--- src/rtl/uart_pkg.sv ---
// Shared types and constants for the UART receive path.
package uart_pkg;

    typedef enum logic [2:0] {
        IDLE,
        START,
        DATA,
        PARITY,
        STOP
    } rx_state_e;

    localparam logic PAR_EVEN     = 1'b0;
    localparam logic PAR_ODD      = 1'b1;
    localparam int   MIN_PRESCALE = 8;

    // Parity bit the transmitter should have sent for a payload whose bits XOR to data_xor.
    function automatic logic expected_parity(input logic data_xor, input logic par_typ);
        return (par_typ == PAR_ODD) ? ~data_xor : data_xor;
    endfunction

endpackage

--- src/rtl/uart_rx_sampler.sv ---
// Per-bit edge counter and three-sample majority vote around the bit centre.
module uart_rx_sampler #(
    parameter int PRESCALE_W = 6
) (
    input  logic                  clk,
    input  logic                  rst_n,
    input  logic                  run_i,
    input  logic                  rx_i,
    input  logic [PRESCALE_W-1:0] prescale_i,
    output logic                  sampled_bit_o,
    output logic                  sample_strobe_o,
    output logic                  bit_end_o
);

    logic [PRESCALE_W-1:0] edge_cnt_q, edge_cnt_d;
    logic [PRESCALE_W-1:0] half;
    logic                  s0_q, s1_q;

    assign half            = prescale_i >> 1;
    assign bit_end_o       = (edge_cnt_q == prescale_i - PRESCALE_W'(1));
    assign sample_strobe_o = (edge_cnt_q == half);
    // Third vote is the live line value at the centre edge itself.
    assign sampled_bit_o   = (s0_q & s1_q) | (s0_q & rx_i) | (s1_q & rx_i);

    always_comb begin
        edge_cnt_d = edge_cnt_q + PRESCALE_W'(1);
        if (!run_i || bit_end_o) begin
            edge_cnt_d = '0;
        end
    end

    // NOTE: non-blocking assignments so every flop captures its pre-edge inputs.
    always_ff @(posedge clk or negedge rst_n) begin
        if (!rst_n) begin
            edge_cnt_q <= '0;
            s0_q       <= 1'b1;
            s1_q       <= 1'b1;
        end else begin
            edge_cnt_q <= edge_cnt_d;
            if (run_i && edge_cnt_q == half - PRESCALE_W'(2)) s0_q <= rx_i;
            if (run_i && edge_cnt_q == half - PRESCALE_W'(1)) s1_q <= rx_i;
        end
    end

endmodule

--- src/rtl/uart_rx_core.sv ---
// UART receiver: frame FSM, parity/stop checking and byte hand-off.
// Define UART_RX_SYNC_EN to pass RX_IN through a two-flop synchronizer first.
module uart_rx_core
    import uart_pkg::*;
#(
    parameter int DATA_WIDTH = 8,
    parameter int PRESCALE_W = 6
) (
    input  logic                  CLK,
    input  logic                  RST,
    input  logic                  RX_IN,
    input  logic [PRESCALE_W-1:0] Prescale,
    input  logic                  PAR_EN,
    input  logic                  PAR_TYP,
    output logic [DATA_WIDTH-1:0] P_DATA,
    output logic                  data_valid,
    output logic                  par_err,
    output logic                  stp_err
);

    localparam int BIT_CNT_W = (DATA_WIDTH > 1) ? $clog2(DATA_WIDTH) : 1;
    localparam logic [BIT_CNT_W-1:0]  LAST_BIT = BIT_CNT_W'(DATA_WIDTH - 1);
    localparam logic [PRESCALE_W-1:0] MIN_P    = PRESCALE_W'(MIN_PRESCALE);

    logic rx;

`ifdef UART_RX_SYNC_EN
    logic [1:0] sync_q;
    always_ff @(posedge CLK or negedge RST) begin
        if (!RST) sync_q <= 2'b11;
        else      sync_q <= {sync_q[0], RX_IN};
    end
    assign rx = sync_q[1];
`else
    assign rx = RX_IN;
`endif

    rx_state_e             state_q, state_d;
    logic [BIT_CNT_W-1:0]  bit_cnt_q, bit_cnt_d;
    logic [DATA_WIDTH-1:0] shift_q, shift_d;
    logic [DATA_WIDTH-1:0] p_data_q, p_data_d;
    logic [PRESCALE_W-1:0] prescale_q, prescale_d;
    logic                  par_en_q, par_en_d, par_typ_q, par_typ_d;
    logic                  par_fail_q, par_fail_d, stop_ok_q, stop_ok_d;
    logic                  valid_q, valid_d, par_err_q, par_err_d, stp_err_q, stp_err_d;
    logic [PRESCALE_W-1:0] prescale_even, prescale_eff;
    logic                  sampled_bit, sample_strobe, bit_end;

    assign prescale_even = Prescale & ~PRESCALE_W'(1);
    assign prescale_eff  = (prescale_even < MIN_P) ? MIN_P : prescale_even;

    uart_rx_sampler #(.PRESCALE_W(PRESCALE_W)) u_sampler (
        .clk             (CLK),
        .rst_n           (RST),
        .run_i           (state_q != IDLE),
        .rx_i            (rx),
        .prescale_i      (prescale_q),
        .sampled_bit_o   (sampled_bit),
        .sample_strobe_o (sample_strobe),
        .bit_end_o       (bit_end)
    );

    always_comb begin
        // NOTE: every next-state value is defaulted first so no latch is inferred.
        state_d    = state_q;
        bit_cnt_d  = bit_cnt_q;
        shift_d    = shift_q;
        p_data_d   = p_data_q;
        prescale_d = prescale_q;
        par_en_d   = par_en_q;
        par_typ_d  = par_typ_q;
        par_fail_d = par_fail_q;
        stop_ok_d  = stop_ok_q;
        valid_d    = 1'b0;
        par_err_d  = 1'b0;
        stp_err_d  = 1'b0;

        case (state_q)
            IDLE: begin
                if (!rx) state_d = START;
            end
            START: begin
                if (sample_strobe && sampled_bit) begin
                    state_d = IDLE;
                end else if (bit_end) begin
                    state_d   = DATA;
                    bit_cnt_d = '0;
                end
            end
            DATA: begin
                if (sample_strobe) shift_d = {sampled_bit, shift_q[DATA_WIDTH-1:1]};
                if (bit_end) begin
                    if (bit_cnt_q == LAST_BIT) state_d = par_en_q ? PARITY : STOP;
                    else                       bit_cnt_d = bit_cnt_q + BIT_CNT_W'(1);
                end
            end
            PARITY: begin
                if (sample_strobe && sampled_bit != expected_parity(^shift_q, par_typ_q)) begin
                    par_fail_d = 1'b1;
                end
                if (bit_end) state_d = STOP;
            end
            STOP: begin
                if (sample_strobe) stop_ok_d = sampled_bit;
                if (bit_end) begin
                    par_err_d = par_fail_q;
                    stp_err_d = ~stop_ok_q;
                    if (!par_fail_q && stop_ok_q) begin
                        valid_d  = 1'b1;
                        p_data_d = shift_q;
                    end
                    state_d = rx ? IDLE : START;
                end
            end
            default: state_d = IDLE;
        endcase

        // Any entry into START is a fresh start detection: capture the frame's configuration.
        if (state_d == START && state_q != START) begin
            prescale_d = prescale_eff;
            par_en_d   = PAR_EN;
            par_typ_d  = PAR_TYP;
            par_fail_d = 1'b0;
        end
    end

    always_ff @(posedge CLK or negedge RST) begin
        if (!RST) begin
            state_q    <= IDLE;
            bit_cnt_q  <= '0;
            shift_q    <= '0;
            p_data_q   <= '0;
            prescale_q <= MIN_P;
            par_en_q   <= 1'b0;
            par_typ_q  <= 1'b0;
            par_fail_q <= 1'b0;
            stop_ok_q  <= 1'b1;
            valid_q    <= 1'b0;
            par_err_q  <= 1'b0;
            stp_err_q  <= 1'b0;
        end else begin
            state_q    <= state_d;
            bit_cnt_q  <= bit_cnt_d;
            shift_q    <= shift_d;
            p_data_q   <= p_data_d;
            prescale_q <= prescale_d;
            par_en_q   <= par_en_d;
            par_typ_q  <= par_typ_d;
            par_fail_q <= par_fail_d;
            stop_ok_q  <= stop_ok_d;
            valid_q    <= valid_d;
            par_err_q  <= par_err_d;
            stp_err_q  <= stp_err_d;
        end
    end

    assign P_DATA     = p_data_q;
    assign data_valid = valid_q;
    assign par_err    = par_err_q;
    assign stp_err    = stp_err_q;

endmodule

--- config.mk ---
export PLATFORM = sky130hd
export DESIGN_NAME = uart_rx_core
export DESIGN_NICKNAME = d
export VERILOG_FILES = /design/src/rtl/uart_pkg.sv /design/src/rtl/uart_rx_sampler.sv /design/src/rtl/uart_rx_core.sv
export SDC_FILE = /design/constraint.sdc
export NUM_CORES = 1
export LEC_CHECK = 0
export CORE_MARGIN = 4
export CORE_UTILIZATION = 30
export DETAILED_ROUTE_END_ITERATION = 8
export DONT_BUFFER_PORTS = 1
export PLACE_DENSITY = 0.56
export SYNTH_ARGS = -nofsm -noshare
export SYNTH_HDL_FRONTEND = slang
export SYNTH_HIERARCHICAL = 1
export SYNTH_SLANG_ARGS = --single-unit
--- constraint.sdc ---
create_clock -name CLK -period 3.7 [get_ports CLK]
set_input_delay 0.555 -clock CLK [delete_from_list [all_inputs] [get_ports CLK]]
set_output_delay 0.555 -clock CLK [all_outputs]
set_load 0.005 [all_outputs]
== After elaboration in Yosys (flattened, before gate mapping) ==
Index checks and enable logic that the tools add are counted.

* Register bits: 43
* Input port bits: 11
* Logic and storage cells: 92

* Add/sub/neg operators: 5
* Order comparisons: 1
* Equality and inequality tests: 16
* Muxes and demuxes: 28
* Bitwise gates (word level): 7
* Reductions and logical operators: 20

{| class="wikitable"
|+ Operator list
! kind !! number
|-
| 3-bit two-way mux || 12
|-
| 6-bit == test || 3
|-
| 3-bit case mux with 5 select lines || 1
|-
| 1-bit two-way mux || 12
|-
| 6-bit two-way mux || 2
|-
| 8-bit parity || 1
|-
| 6-bit by 1-bit adder with 6-bit output (second input constant) || 1
|-
| 3-bit by 1-bit == test with 1-bit output (second input constant) || 2
|-
| 3-bit by 2-bit == test with 1-bit output (second input constant) || 2
|-
| 3-bit == test (second input constant) || 2
|-
| 6-bit by 5-bit == test with 1-bit output || 1
|-
| 1-bit logical AND || 6
|-
| 6-bit by 4-bit < comparator with 1-bit output (second input constant) || 1
|-
| 3-bit case mux with 2 select lines || 1
|-
| 2-bit AND reduction || 3
|-
| 2-bit nonzero test || 3
|-
| 5-bit by 1-bit subtractor with 6-bit output (second input constant) || 1
|-
| 5-bit by 2-bit subtractor with 6-bit output (second input constant) || 1
|-
| 6-bit by 1-bit subtractor with 6-bit output (second input constant) || 1
|-
| 5-bit AND reduction || 1
|-
| 2-bit by 1-bit inequality test with 1-bit output (second input constant) || 2
|-
| 2-bit inequality test (second input constant) || 2
|-
| 3-bit by 1-bit adder with 3-bit output (second input constant) || 1
|-
| 1-bit bitwise AND || 3
|-
| 9 further kinds || 12
|}

== Logic depth before layout (Yosys ltp) ==
* Depth in word-level cells: 10
* Depth in mapped cells: 10

== Hierarchy ==
Netlist, hierarchy kept.

{| class="wikitable"
|+ Modules (own cells, without submodules)
! module !! instances !! cells an instance !! area each (um^2) !! sequential area each (um^2)
|-
| uart_rx_core || 1 || 118 || 1537.7 || 853.3
|-
| uart_rx_sampler || 1 || 87 || 772.0 || 202.7
|}

== Worst setup path after synthesis ==
No wires, ideal clock.

* Path kind: register -> register
* Start point: register prescale_q[2]
* End point: register p_data_q[0] (netlist: P_DATA[0])
* Setup time: 0.125 ns
* Arrival: 2.733 ns
* Required time: 3.575 ns
* Slack: 0.842 ns
* Cell stages (with the launch flop): 10
* Buffers on the path: 0
* Cell sequence: dfrtp_1 inv_1 ha_1 nor3b_1 nand2_1 xnor2_1 nor4_1 nand3_1 nand3b_4 mux2_2

* Cells in the longest elaborated chain, start to end: 3

{| class="wikitable"
|+ RTL lines
! what !! RTL line !! text
|-
| start, declared || uart_rx_core.sv:42 || <nowiki>logic [PRESCALE_W-1:0] prescale_q, prescale_d;</nowiki>
|-
| start signal, assigned || uart_rx_core.sv:146 || <nowiki>prescale_q <= prescale_d;</nowiki>
|-
| 6-bit by 1-bit subtractor with 6-bit output || uart_rx_sampler.sv:20 || <nowiki>assign bit_end_o = (edge_cnt_q == prescale_i - PRESCALE_W'(1));</nowiki>
|-
| 6-bit == test || uart_rx_sampler.sv:20 ||
|-
| net bit_end || uart_rx_core.sv:47 || <nowiki>logic sampled_bit, sample_strobe, bit_end;</nowiki>
|-
| 3-bit AND reduction (no line) || n/a ||
|-
| end signal, assigned || uart_rx_core.sv:145 || <nowiki>p_data_q <= p_data_d;</nowiki>
|-
| end, declared || uart_rx_core.sv:41 || <nowiki>logic [DATA_WIDTH-1:0] p_data_q, p_data_d;</nowiki>
|}

The timed path passes the listed nets, and every way through them passes these cells.
A chain may end at the register's enable or synchronous reset.

== Final worst setup path ==
* Start point: register prescale_q[2]
* End point: register prescale_q[4]

* Cells in the longest elaborated chain, start to end: 7

{| class="wikitable"
|+ RTL lines
! what !! RTL line !! text
|-
| 6-bit by 1-bit subtractor with 6-bit output * || uart_rx_sampler.sv:20 ||
|-
| 6-bit == test * || uart_rx_sampler.sv:20 ||
|-
| net bit_end || uart_rx_core.sv:47 ||
|-
| 3-bit two-way mux || uart_rx_core.sv:85 || <nowiki>end else if (bit_end) begin</nowiki>
|-
| 3-bit two-way mux || uart_rx_core.sv:83 || <nowiki>if (sample_strobe && sampled_bit) begin</nowiki>
|-
| 3-bit case mux with 5 select lines * || uart_rx_core.sv:78 || <nowiki>case (state_q)</nowiki>
|-
| 3-bit by 1-bit == test with 1-bit output * || uart_rx_core.sv:119 || <nowiki>if (state_d == START && state_q != START) begin</nowiki>
|-
| 1-bit logical AND * || uart_rx_core.sv:119 ||
|}

Mark *: on every way through the listed nets, which the timed path passes. The rest lies on a longest branch.

==> results_dict.tcl <==
set metrics [dict create \
    outcome "complete, no violations" \
    total_leakage_power_nw 1.15 \
    detail_route.drc_violations 0 \
    crit_fanout 12 \
    setup_clock_skew_after_layout_ps 6.62 \
    synth-seq-cells 42 \
    placed_cell_areas_mm2 0.00242 \
    vias 1420 \
    wirelength_mm 4.03 \
    synth_top_family_by_area "simple AND/OR/NAND/NOR gates" \
    dpl_worst_slack_ps 666 \
    design.die.area_mm2 0.00917 \
    total_power_density_per_cell_area_mw_per_mm2 721 \
    final_min_period_over_clock_period 0.827 \
    timing.final.ws_setup_ps 639 \
    average_routed_wire_per_standard_cell_um 12.9 \
    slew_headroom 0.359 \
    grtUsageTotal 0.0963 \
    post_route_non_filler_standard_cell_count 311 \
    rows 31 \
    grt_antenna_before_repair 0 \
    synth-async-reset-ratio 1.00 \
    worst_r2r_endpoint "prescale_q[4]" \
    drive_above_1_share 0.212 \
    ctsHtreeMaxLevel 2 \
    grt_setup_unrepaired "false" \
    grt_start_max_net_pins 39 \
    layout.cell_area.non_filler_mm2 0.00255 \
    gp_routability_congestion 0.749 \
    post_cts_resized 0 \
    p_total_mw 1.84 \
    synth_xor_area_frac 0.142 \
    r2r.worst_path.cells 9 \
    globalRouteOverflowTotal 0 \
    combined_area_of_all_synthesized_cells_mm2 0.00231 \
    critPathLaunchType "register" \
    clockRootBuffer "clkbuf_8" \
    ant_nets 0 \
    yosysSeqAreaShare 0.457 \
    clock_insertion_delay_worst_skew_ps 290 \
    netlist_instances 205 \
    clock_sink_count 42 \
    postSynthAreaPerCell_um2 11.3 \
    via_count_of_the_first_global_routing_pass 1386 \
    boundary_pins 22 \
    reg2reg_from "prescale_q[2]" \
    routed_via_density 4.57 \
    flow.area_growth_from_synthesis_pct 10.6 \
    hpwlAfterDp_mm 2.88 \
    layout_min_cycle_time_ps 3060 \
    core_area_mm2 0.00737 \
    drt_first_iter_violations 66 \
    fin_setup_tns_ps 0 \
    cts_made_buffers 5 \
    simple_gate_fraction_of_synth_area 0.142 \
    tightest_hold_margin_ps 88.3 \
    crit_arrival_ps 3240 \
    die_y_um 95.7 \
    io_buffers 0 \
    grt_pass1_wl_mm 6.92 \
    tritoncts_clock_tree "built" \
    initial_core_util 0.313 \
    worstSetupEndpointType "register" \
    cts.path.max_buffers 2 \
    holdCritPathClass "primary input to async pin" \
    cap_violations 0 \
    fmax_ghz 0.327 \
    slew_violations 0 \
    synth_compound_area_frac 0.0542 \
    final-setup-viol-count 0 \
    synth-edff-count 0 \
    dpl.cell_count 302 \
    yosysWarningCount 6 \
    worst-slew-pin-transition_ps 956 \
    main_synth_ff_type "dfrtp_1" \
    first_pass_iters 4 \
    die_w_um 95.7 \
    synth-adder-area-share 0.0477 \
    cp.required_ps 3880 \
    muxShareOfSynthArea 0.126 \
    clk_pin_slew_ps 90 \
    worst-setup-path-type "register to register" \
    synthDistinctLibCells 41 \
    final_nets 230 \
    max-vdd-ir-drop_uv 168 \
    fin_util 0.347 \
    r2r_setup_slk_ps 640 \
    antennaDiodeCount 0 \
    hold_violations 0 \
]
## power breakdown
group	total (mW)	switching, mW	internal [mW]
clock network	0.367	0.165	0.202
registers	0.718	0.147	0.570
logic	0.757	0.392	0.366
total	1.84	0.703	1.14
## critical path, stage by stage, from the launching register on
cell and delay, ps:
dfrtp_1 450, inv_1 150, ha_1 230, nor3b_1 310, nand2_1 130, xnor2_1 230
nor4_1 100, buf_4 180, o21ai_1 750, mux2_2 410
## state kept, by name, indices dropped and copies added, names as in the netlist, 3 cells and up
signal	count
P_DATA	8
bit_cnt_q	3
prescale_q	5
shift_q	8
state_q	3
u_sampler/edge_cnt_q	6
## logic make-up after synthesis
| group | after synthesis |
|---|---|
| AOI/OAI and AO/OA | 18 |
| xor gates and xnor gates | 35 |
| adders and majority gates | 9 |
| buffers and inverters | 16 |
| DFF | 42 |
| muxes | 26 |
| other | 1 |
| and+or+nand+nor | 58 |
## cell type report
type | instances | area, um2
repair buffers | 2 | 27.5
flip-flops and latches | 42 | 1060
clock inverters | 3 | 43.8
fillers | 719 | 4810
well taps | 99 | 124
inverters | 11 | 41.3
multi-input cells | 149 | 1190
clock buffers | 5 | 68.8
## synth_stat cells, types with 4 or more instances
master,n,area share
inv_1,11,0.018
nor2_1,17,0.028
nand3_1,6,0.013
nand2_1,15,0.024
dfstp_2,4,0.046
o21ai_0,6,0.013
xor2_1,14,0.053
xnor2_1,19,0.072
mux2_2,23,0.11
dfrtp_1,38,0.41
ha_1,8,0.043
## per-layer routing
metal / GRT usage / share of wire
met1: 0.131 / 0.47
met2: 0.149 / 0.46
met4: 0.0355 / 0.018
met5: 0 / 0
met3: 0.0227 / 0.043
## how the worst max path moves through the flow
stage | slack, ps | end | cells after the start | from
6_report | 640 | prescale_q[4] | 9 | prescale_q[2]
5_1_grt | 460 | prescale_q[5] | 9 | prescale_q[2]
4_1_cts | 620 | prescale_q[5] | 9 | prescale_q[2]
3_5_place_dp | 670 | prescale_q[5] | 9 | prescale_q[2]
3_3_place_gp | 700 | prescale_q[4] | 9 | prescale_q[2]
2_1_floorplan | 840 | P_DATA[0] | 9 | prescale_q[2]
## layout by cell type, fill, tap and decap left out, drive strengths merged, types with 4 or more instances in the layout
cell type | netlist | final
xor2 | 14 | 14
mux2 | 24 | 24
nor3b | 5 | 5
ha | 8 | 8
o21ai | 7 | 7
nand2 | 15 | 15
nor2 | 17 | 17
dfrtp | 38 | 38
dfstp | 4 | 4
clkbuf | 1 | 5
xnor2 | 20 | 20
inv | 11 | 12
nand3 | 6 | 6
## repair_timing
item | in CTS | in global routing
hold buffers | 1 | 0
buffers inserted | 0 | 0
hold endpoints to repair | 38 | 0
Note: power is estimated with default switching activity, not from simulation.
==> RTL change, RTL diff (same flow settings) <==
Build with the macro `UART_RX_SYNC_EN` defined.
--- a/src/rtl/uart_rx_core.sv
+++ b/src/rtl/uart_rx_core.sv
@@ -1,5 +1,7 @@
 // UART receiver: frame FSM, parity/stop checking and byte hand-off.
 // Define UART_RX_SYNC_EN to pass RX_IN through a two-flop synchronizer first.
+`define UART_RX_SYNC_EN
+
 module uart_rx_core
     import uart_pkg::*;
 #(
Formal check against the unedited RTL: same outputs for any inputs over 10 cycles, from zero or initial values and one cycle with RST low; that may be too few to reach the edited logic, so the function may still have changed.
==> RTL change against the original RTL <==
Worst setup slack better by 0.27 ns. Final area is 2.8% higher. Total power is 3.9% higher. Synthesized cell count is 0.98% higher. Sequential cell count increased by 2. Wire length rose by 6.4%. Synthesized area rose by 2.3%. Critical endpoint is now P_DATA[1]. Largest cell class unchanged. Largest power group unchanged.
==> RTL change: results (changes against the original RTL) <==
metric,value,unit,change
dpl cells,308,,+2.0%
Worst-Margin Slew,0.595,ns,-0.361 ns
share of layout cells above drive strength 1,22.3,%,+1.1 points
P_sw,0.720,mW,+2.4%
GPL Wtd Cong,0.809,,+8.0%
VDD IR-drop max,0.000197,V,+18%
top layer in use,met4,,
Synth Warn #,6,,unchanged
GRT Overall Usage,9.90,%,+0.28 points
FF-to-FF setup slack,0.91,ns,+0.27 ns
CP max stage cell,dfrtp_1,,
Root Driver,clkbuf_8,,
met1 global-route usage,13.4,%,+0.29 points
leakage power,1.18,nW,+2.5%
Post-CTS Setup Bufs,0,,unchanged
DR vias/cell,4.51,,-1.2%
DP HPWL,3080,um,+6.8%
WHS,0.0895,ns,+0.00113 ns
Synth Flop Type,dfrtp_1,,
Worst Path Arrival,2.97,ns,-0.27 ns
initial DRC count,53,,-20%
Routed WL,4280,um,+6.4%
Pre-antenna DRT Iters,4,,unchanged
first-pass GRT wire length,7520,um,+8.7%
Reg2Reg Capture Point,P_DATA[1],,
Metal-1 WL,2090,um,+9.1%
met3 Use GR,2.74,%,+0.47 points
Worst-path clk slew,0.09,ns,about the same
Met3 Wirelength,157,um,-8.7%
dominant cells by area after synthesis,"dfrtp_1, mux2_2, xnor2_1, dfstp_2, xor2_1",,
vias,1430,,+0.70%
nets,233,,+1.3%
"Seq/Total Area, Yosys",46.9,%,+1.2 points
"critical path fanouts, max",9,,-3
vias in the first global route,1497,,+8.0%
status,"complete, no violations",,
htree depth,2,,unchanged
met2 GRT Util,15.3,%,+0.46 points
Antenna Cells,0,,unchanged
"Cell Area, Placed",2490,sq um,+2.6%
Max Clock Skew,0.0110,ns,+0.00441 ns
CP peak stage delay,0.45,ns,-0.30 ns
WL met2,1980,um,+5.8%
pre-CTS worst setup slack,0.898,ns,+0.231 ns
syn avg cell area,11.4,sq um,+1.3%
r2r worst-path depth,10,,+1
crit-path leading delay family,simple AND/OR/NAND/NOR gates,,
[RTL change: final cells by class]
cell class                      count  area, sq um
Tap cell                          102          128
Clock inverter                      2         38.8
Sequential cell                    44         1110
Multi-Input combinational cell    149         1190
Inverter                           11         41.3
Timing Repair Buffer                3         35.0
Fill cell                         785         5060
Clock buffer                        6         82.6
[RTL change: logic make-up after synthesis]
group,count (synthesis),share of synthesized area (%)
simple gates,58,13.9
flops,44,46.9
xor+xnor,35,13.9
mux,26,12.3
compound gates,18,5.30
buf+inv,16,2.86
fa+ha+maj,9,4.66
other cells,1,0.159
[RTL change: worst register-to-register path: stages, from the launching register on]
cell	delay, ns
dfrtp_1	0.45
inv_1	0.15
ha_1	0.23
nor3b_1	0.32
nand2_1	0.13
xnor2_1	0.17
nor4_1	0.32
buf_4	0.22
nand3_1	0.12
nand3b_4	0.27
mux2_2	0.31
[RTL change: how the worst max path moves through the flow]
stage / slack, ns / endpoint / startpoint
floorplan: 0.84 / P_DATA[0] / prescale_q[2]
global placement: 0.88 / P_DATA[0] / prescale_q[2]
detailed placement: 0.90 / P_DATA[1] / prescale_q[2]
CTS: 0.88 / P_DATA[0] / prescale_q[2]
global route: 0.70 / P_DATA[1] / prescale_q[2]
finish: 0.91 / P_DATA[1] / prescale_q[2]
[RTL change: power groups by stage]
| stage | sequential (mW) | clock [mW] | combinational (mW) |
|---|---|---|---|
| finish | 0.753 | 0.381 | 0.781 |
| global route | 0.776 | 0.423 | 0.882 |
| CTS | 0.755 | 0.399 | 0.788 |
| detailed placement | 0.764 | 0 | 0.769 |
| global placement | 0.761 | 0 | 0.754 |
| floorplan | 0.695 | 0 | 0.689 |
[RTL change: what timing repair did]
action,4_1_cts,5_1_grt
hold endpoints to repair,38,0
setup endpoints to repair,0,0
hold buffers,1,0
resized for setup,0,0
